`src/rtl/rr_sel_arbiter.sv`:
```
// Four-channel round-robin arbiter driving the select code of a 4:1 data selector.
// A grant is held until done, requester withdrawal, or dwell timeout, then always drops for at least one idle cycle.
module rr_sel_arbiter #(
   parameter int unsigned TIMEOUT = 16,
   parameter int unsigned TW      = 8
) (
   input  logic       clk,
   input  logic       rst_n,
   input  logic [3:0] req,
   input  logic       done,
   output logic [1:0] sel,
   output logic [3:0] grant,
   output logic       valid,
   output logic       timeout_flag,
   output logic       state_dbg
);

   localparam logic [0:0] S_IDLE = 1'b0;
   localparam logic [0:0] S_BUSY = 1'b1;

   localparam bit            TMO_EN   = (TIMEOUT != 0);
   localparam logic [TW-1:0] TMO_LAST = TMO_EN ? TW'(TIMEOUT - 1) : '0;

   logic [0:0]    state_q, state_d;
   logic [1:0]    sel_q, sel_d;
   logic [3:0]    grant_q, grant_d;
   logic          valid_q, valid_d;
   logic          tflag_q, tflag_d;
   logic [1:0]    ptr_q, ptr_d;
   logic [TW-1:0] timer_q, timer_d;

   logic [1:0] pick;
   logic       end_done, end_wd, end_tmo;

   // Walk the search order backwards so the channel closest to ptr wins.
   always_comb begin
      logic [1:0] idx;
      idx  = '0;
      pick = ptr_q;
      for (int k = 3; k >= 0; k--) begin
         idx = ptr_q + 2'(k);
         if (req[idx]) pick = idx;
      end
   end

   assign end_done = done;
   assign end_wd   = ~req[sel_q];
   assign end_tmo  = TMO_EN && (timer_q == TMO_LAST);

   always_comb begin
      state_d = state_q;
      sel_d   = sel_q;
      grant_d = grant_q;
      valid_d = valid_q;
      tflag_d = 1'b0;
      ptr_d   = ptr_q;
      timer_d = timer_q;
      case (state_q)
         S_IDLE: begin
            if (|req) begin
               sel_d   = pick;
               grant_d = 4'b0001 << pick;
               valid_d = 1'b1;
               timer_d = '0;
               state_d = S_BUSY;
            end
         end
         S_BUSY: begin
            timer_d = (timer_q == '1) ? timer_q : timer_q + 1'b1;
            if (end_done || end_wd || end_tmo) begin
               valid_d = 1'b0;
               grant_d = '0;
               ptr_d   = sel_q + 2'd1;
               state_d = S_IDLE;
               tflag_d = end_tmo && !end_done && !end_wd;
            end
         end
         default: state_d = S_IDLE;
      endcase
   end

   always_ff @(posedge clk or negedge rst_n) begin
      if (!rst_n) begin
         state_q <= S_IDLE;
         sel_q   <= '0;
         grant_q <= '0;
         valid_q <= 1'b0;
         tflag_q <= 1'b0;
         ptr_q   <= '0;
         timer_q <= '0;
      end else begin
         state_q <= state_d;
         sel_q   <= sel_d;
         grant_q <= grant_d;
         valid_q <= valid_d;
         tflag_q <= tflag_d;
         ptr_q   <= ptr_d;
         timer_q <= timer_d;
      end
   end

   assign sel          = sel_q;
   assign grant        = grant_q;
   assign valid        = valid_q;
   assign timeout_flag = tflag_q;
   assign state_dbg    = state_q[0];

endmodule
```
`config.mk`:
```
export PLATFORM = sky130hd
export DESIGN_NAME = rr_sel_arbiter
export DESIGN_NICKNAME = d
export VERILOG_FILES = /design/src/rtl/rr_sel_arbiter.sv
export SDC_FILE = /design/constraint.sdc
export NUM_CORES = 1
export LEC_CHECK = 0
export CAP_MARGIN = 20
export CORE_ASPECT_RATIO = 1.1
export CORE_MARGIN = 3
export CORE_UTILIZATION = 50
export DETAILED_ROUTE_END_ITERATION = 6
export PLACE_DENSITY = 0.75
export SETUP_SLACK_MARGIN = 0.05
export SLEW_MARGIN = 20
export SYNTH_ARGS = -nofsm -noshare
export SYNTH_HDL_FRONTEND = slang
export SYNTH_SLANG_ARGS = --single-unit
```
`constraint.sdc`:
```
create_clock -name clk -period 2.6 [get_ports clk]
set_clock_uncertainty 0.05 [all_clocks]
set_input_delay 0.52 -clock clk [delete_from_list [all_inputs] [get_ports clk]]
set_output_delay 0.52 -clock clk [all_outputs]
set_load 0.03 [all_outputs]
```
[Yosys cells after proc, flatten, opt, wreduce, memory -nomap -nowiden]
Cells that the tools add are included.
Storage, ports and cells
  register bits after elaboration: 19
  input bits: 7
  output and inout bits: 9
  logic and storage cells: 63
Operators by class
  $add $sub $neg: 5
  magnitude comparators: 5
  equal/unequal tests: 5
  shift operators: 1
  muxes and demuxes: 28
  bitwise gates (word level): 2
  reductions and logical operators: 10
Operators by type and width (count)
  two-way mux 8 bit: 2
  one-hot mux 8 bit (2 select lines): 1
  less-than comparator 2 x 3 -> 1 bit (second input constant): 5
  two-way mux 1 bit: 11
  binary-select mux 1 bit (select 2 bit): 5
  adder 8 x 1 -> 8 bit (second input constant): 1
  equality test 8 x 4 -> 1 bit (second input constant): 1
  equality test 8 bit (second input constant): 1
  two-way mux 2 bit: 4
  two-way mux 4 bit: 2
  one-hot mux 4 bit (2 select lines): 1
  AND reduction 2 bit: 4
  adder 2 x 1 -> 2 bit (second input constant): 2
  adder 2 bit (second input constant): 2
  != test 2 bit (second input constant): 2
  one-hot mux 1 bit (2 select lines): 2
  OR reduction 4 bit: 1
  left shift 1 x 2 -> 4 bit (first input constant): 1
  logical AND 1 bit: 2
  logical OR 1 bit: 2
  != test 2 x 1 -> 1 bit (second input constant): 1
  inverter 1 bit: 2
  zero test 1 bit: 1

[Logic depth before layout (Yosys ltp)]
  depth after elaboration: 10
  depth in mapped cells: 5
  gate-level depth less buffers: 5

[Worst setup path after synthesis]
No wires, ideal clock.
  path kind: register -> register
  from: reg state_q (netlist: state_dbg)
  to: reg ptr_q[1]
  library setup time: 125 ps
  data arrival time: 1570 ps
  data required time: 2425 ps
  slack: 856 ps
  stages on the path, launching flop included: 4
  path buffers: 1
  clock period less this slack: 1744 ps
  path through: dfrtp_1 -> clkbuf_1 -> a21boi_2 -> mux2_2
Between the ends
  cells in the longest elaborated chain, start to end: 1
Ends and longest elaborated chain
  from (decl): line 24  | logic [0:0] state_q, state_d;
  from (signal assigned): line 92  | state_q <= state_d;
  AND reduction 2 bit (no line)
  to (signal assigned): line 97  | ptr_q <= ptr_d;
  to (decl): line 29  | logic [1:0] ptr_q, ptr_d;
Every way passes these cells.
A chain may end at the register's enable or synchronous reset.

[Worst setup path in the final report]
  from: reg state_q (netlist: state_dbg)
  to: out state_dbg
RTL lines
  to (decl): line 15  | output logic state_dbg
No word-level cell between the ends.

==> impl_metrics.env <==
export IMPL_h_tree_depth=1
export IMPL_synth_area_per_cell_um2=10.03
export IMPL_worst_r2r_endpoint="ptr_q[1]$_DFFE_PN0P_"
export IMPL_placementRows=16
export IMPL_finalNonFillerCells=152
export IMPL_critPathBufInv=1
export IMPL_num_antenna_cells=0
export IMPL_crit_path_max_incr_delay_ns=0.76
export IMPL_antenna_found_initial=0
export IMPL_path_class="register to output pin"
export IMPL_overflow=0
export IMPL_drtPass1Iterations=4
export IMPL_fin_nets=134
export IMPL_post_dp_cell_area_mm2=0.001256
export IMPL_ctsResizeCount=0
export IMPL_ys_seq_area_frac=0.4429
export IMPL_numCtsBuffers=3
export IMPL_io_buffers=15
export IMPL_setup_worst_path_start="state_dbg$_DFF_PN0_"
export IMPL_setup_tns_ns=0
export IMPL_crit_arrival_ns=1.71
export IMPL_cts_hold_buf=0
export IMPL_synth_cells=107
export IMPL_drt_iter0_drc=14
export IMPL_cts_clk_slew_worst_paths_ns=0.11
export IMPL_fin_ws_ns=0.3191
export IMPL_cp_start_kind="register"
export IMPL_layout_area_overhead_vs_synth_pct=19.46
export IMPL_synth_most_common_cell="dfrtp_1"
export IMPL_critPathCaptureType="output pin"
export IMPL_status="finished clean"
export IMPL_pre_cts_slack_ns=0.3136
export IMPL_finalSetupViolCount=0
export IMPL_clockRootBuffer="clkbuf_4"
export IMPL_rr_worst_depth=5
export IMPL_grt_pass1_vias=753
export IMPL_total_leakage_power_uw=0.0005176
export IMPL_fin_area_mm2=0.001282
export IMPL_totalWireLength_mm=2.109
export IMPL_core_area_mm2=0.001902
export IMPL_power_frac_comb=0.481
export IMPL_switchingPower_uw=550.3
export IMPL_ys_types=45
export IMPL_cts_tree="done"
export IMPL_rr_startpoint="timer_q[0]$_DFFE_PN0P_"
export IMPL_die_area_mm2=0.002740
export IMPL_ys_seq_elements=19
export IMPL_cp_data_required_time_ns=2.03
export IMPL_yosysTopAreaCell="dfrtp_1"
export IMPL_antenna_left=0
export IMPL_grt_total_usage=0.1820
export IMPL_period_share=0.8773
export IMPL_drc=0
export IMPL_gp_congestion=0.8308
export IMPL_maxSlewViolCount=0
export IMPL_rsz0062_at_grt="false"
export IMPL_cts_sink_count=19
export IMPL_finalCriticalPeriod_ns=2.281
export IMPL_grt_max_degree=20
export IMPL_endpoint="state_dbg"
export IMPL_slew_headroom=0.6950
export IMPL_hold_path_class="register to register"
export IMPL_path_delay_family="buffers and inverters"
export IMPL_synth_async_reset_ratio=1.000
export IMPL_post_cts_setup_buffers=0
export IMPL_vias=882
export IMPL_total_power_uw=1293
export IMPL_synth_top_area_share=0.4429
export IMPL_fmax_ghz=0.4384
export IMPL_worstMarginPinSlew_ns=0.4575
export IMPL_clkPwrFrac=0.116
export IMPL_synth_net_count=115
export IMPL_ys_top_cells_by_area="dfrtp_1 (44%), mux2i_1 (2.8%), o21ai_0 (2.8%), nand2_1 (2.8%), a21oi_1 (2.3%)"
export IMPL_die_y_um=54.60
export IMPL_post_drt_wl_per_cell_um=13.88
export IMPL_synth_commonest_cells="dfrtp_1 (19), nand2_1 (8), nor2_1 (6), o21ai_0 (6), a21oi_1 (5)"
export IMPL_synthFlopType="dfrtp_1"
export IMPL_die_w_um=50.18
export IMPL_pin_count=16
export IMPL_viasPerCell=5.803
export IMPL_rrSetupSlack_ns=0.75
export IMPL_power_switching_share=0.4255
export IMPL_hpwlAfterDp_mm=1.538
export IMPL_syn_area_mm2=0.001074
export IMPL_power_density_mw_per_mm2=1008
export IMPL_hold_viol_final=0
export IMPL_clkLatencyLatePin_ns=0.30
export IMPL_cp_num_cells=1
export IMPL_drive_above_1_share=0.1520
export IMPL_cp_max_fo=14
export IMPL_path_cells="clkdlybuf4s50_1"
export IMPL_vdd_drop_max_v=0.0006280
export IMPL_crit_slowest_cell="clkdlybuf4s50_1"
export IMPL_grt_pass1_wl_mm=3.615
export IMPL_yosysWarnings=0
export IMPL_intPower_uw=742.9
export IMPL_synth_edf_count=0
export IMPL_dpl_cell_count=148
export IMPL_start_util=0.5645
export IMPL_cts_buffer_depth=2
export IMPL_drv_cap=0
export IMPL_pwr_share_seq=0.403
[metal layers]
metal | track usage | part of all wire | up-vias | wire length (um)
met2 | 0.2565 | 0.43 | 15 | 901
met4 | 0.1106 | 0.023 | 0 | 48
met3 | 0.03542 | 0.036 | 5 | 76
met1 | 0.2578 | 0.51 | 423 | 1082
li1 | - | - | 439 | -
met5 | 0 | 0 | - | 0
[cell usage in the layout (no fill, tap or decap), drive strengths merged, types with 2 or more instances in the layout]
master	count
nor3	3
o22ai	2
a21oi	7
nor2b	4
nand2b	3
nor2	7
clkdlybuf4s50	15
nand3	3
o32ai	2
dfrtp	19
nor4	2
buf	2
o21ai	9
o2bb2ai	2
or3	2
mux2i	3
or4	3
nand4	2
clkbuf	4
nand2	8
inv	3
mux2	2
a22o	2
xor2	2
o31ai	2
[worst min-delay path by stage]
stage                                     from              endpoint  slack, ns  cells past startpoint
after floorplan                          rst_n  grant[0]$_DFFE_PN0P_       0.17                      0
after global placement    grant[2]$_DFFE_PN0P_  grant[2]$_DFFE_PN0P_       0.47                      2
after detailed placement  grant[3]$_DFFE_PN0P_  grant[3]$_DFFE_PN0P_       0.47                      2
after CTS                 grant[3]$_DFFE_PN0P_  grant[3]$_DFFE_PN0P_       0.48                      2
after global routing                     rst_n  grant[3]$_DFFE_PN0P_       0.49                      2
final                     grant[3]$_DFFE_PN0P_  grant[3]$_DFFE_PN0P_       0.48                      2
[metrics by stage]
stage	hold WS, ns	util
CTS	0.4840	0.6743
detailed placement	0.4687	0.6605
global placement	0.4661	0.6605
global route	0.4898	0.6743
finish	0.4792	0.6743
floorplan	0.1744	-
[kinds of logic (layout without fill, tap and decap cells)]
logic type	Yosys count	count (layout)	share of synthesized area
AOI/OAI and AO/OA	32	32	0.2191
xor gates and xnor gates	3	3	0.02448
adders and majority gates	1	1	0.01165
buffers and inverters	6	24	0.02564
DFF	19	19	0.4429
muxes	5	5	0.04895
and+or+nand+nor	41	41	0.2273
[power groups by stage]
stage	clock [uW]	combinational (uW)	sequential, uW
2_1_floorplan	0	326	609
3_3_place_gp	0	621	519
3_5_place_dp	0	627	527
4_1_cts	156	629	520
5_1_grt	170	682	544
6_report	151	622	521
[cell type report]
| cell class | instances | area [um^2] |
|---|---|---|
| fill | 167 | 619.3 |
| multi-input combinational | 82 | 570.5 |
| sequential | 19 | 475.5 |
| timing repair buffer | 17 | 165.2 |
| tap | 27 | 33.78 |
| clock buffer | 4 | 26.28 |
| inverter | 3 | 11.26 |
[sequential cells by signal (all words and copies together), names as in the netlist]
| register | flops |
|---|---|
| state_dbg | 1 |
| grant | 4 |
| valid | 1 |
| ptr_q | 2 |
| sel | 2 |
| timer_q | 8 |
| timeout_flag | 1 |
No activity file was read; power rests on OpenSTA's default activity.
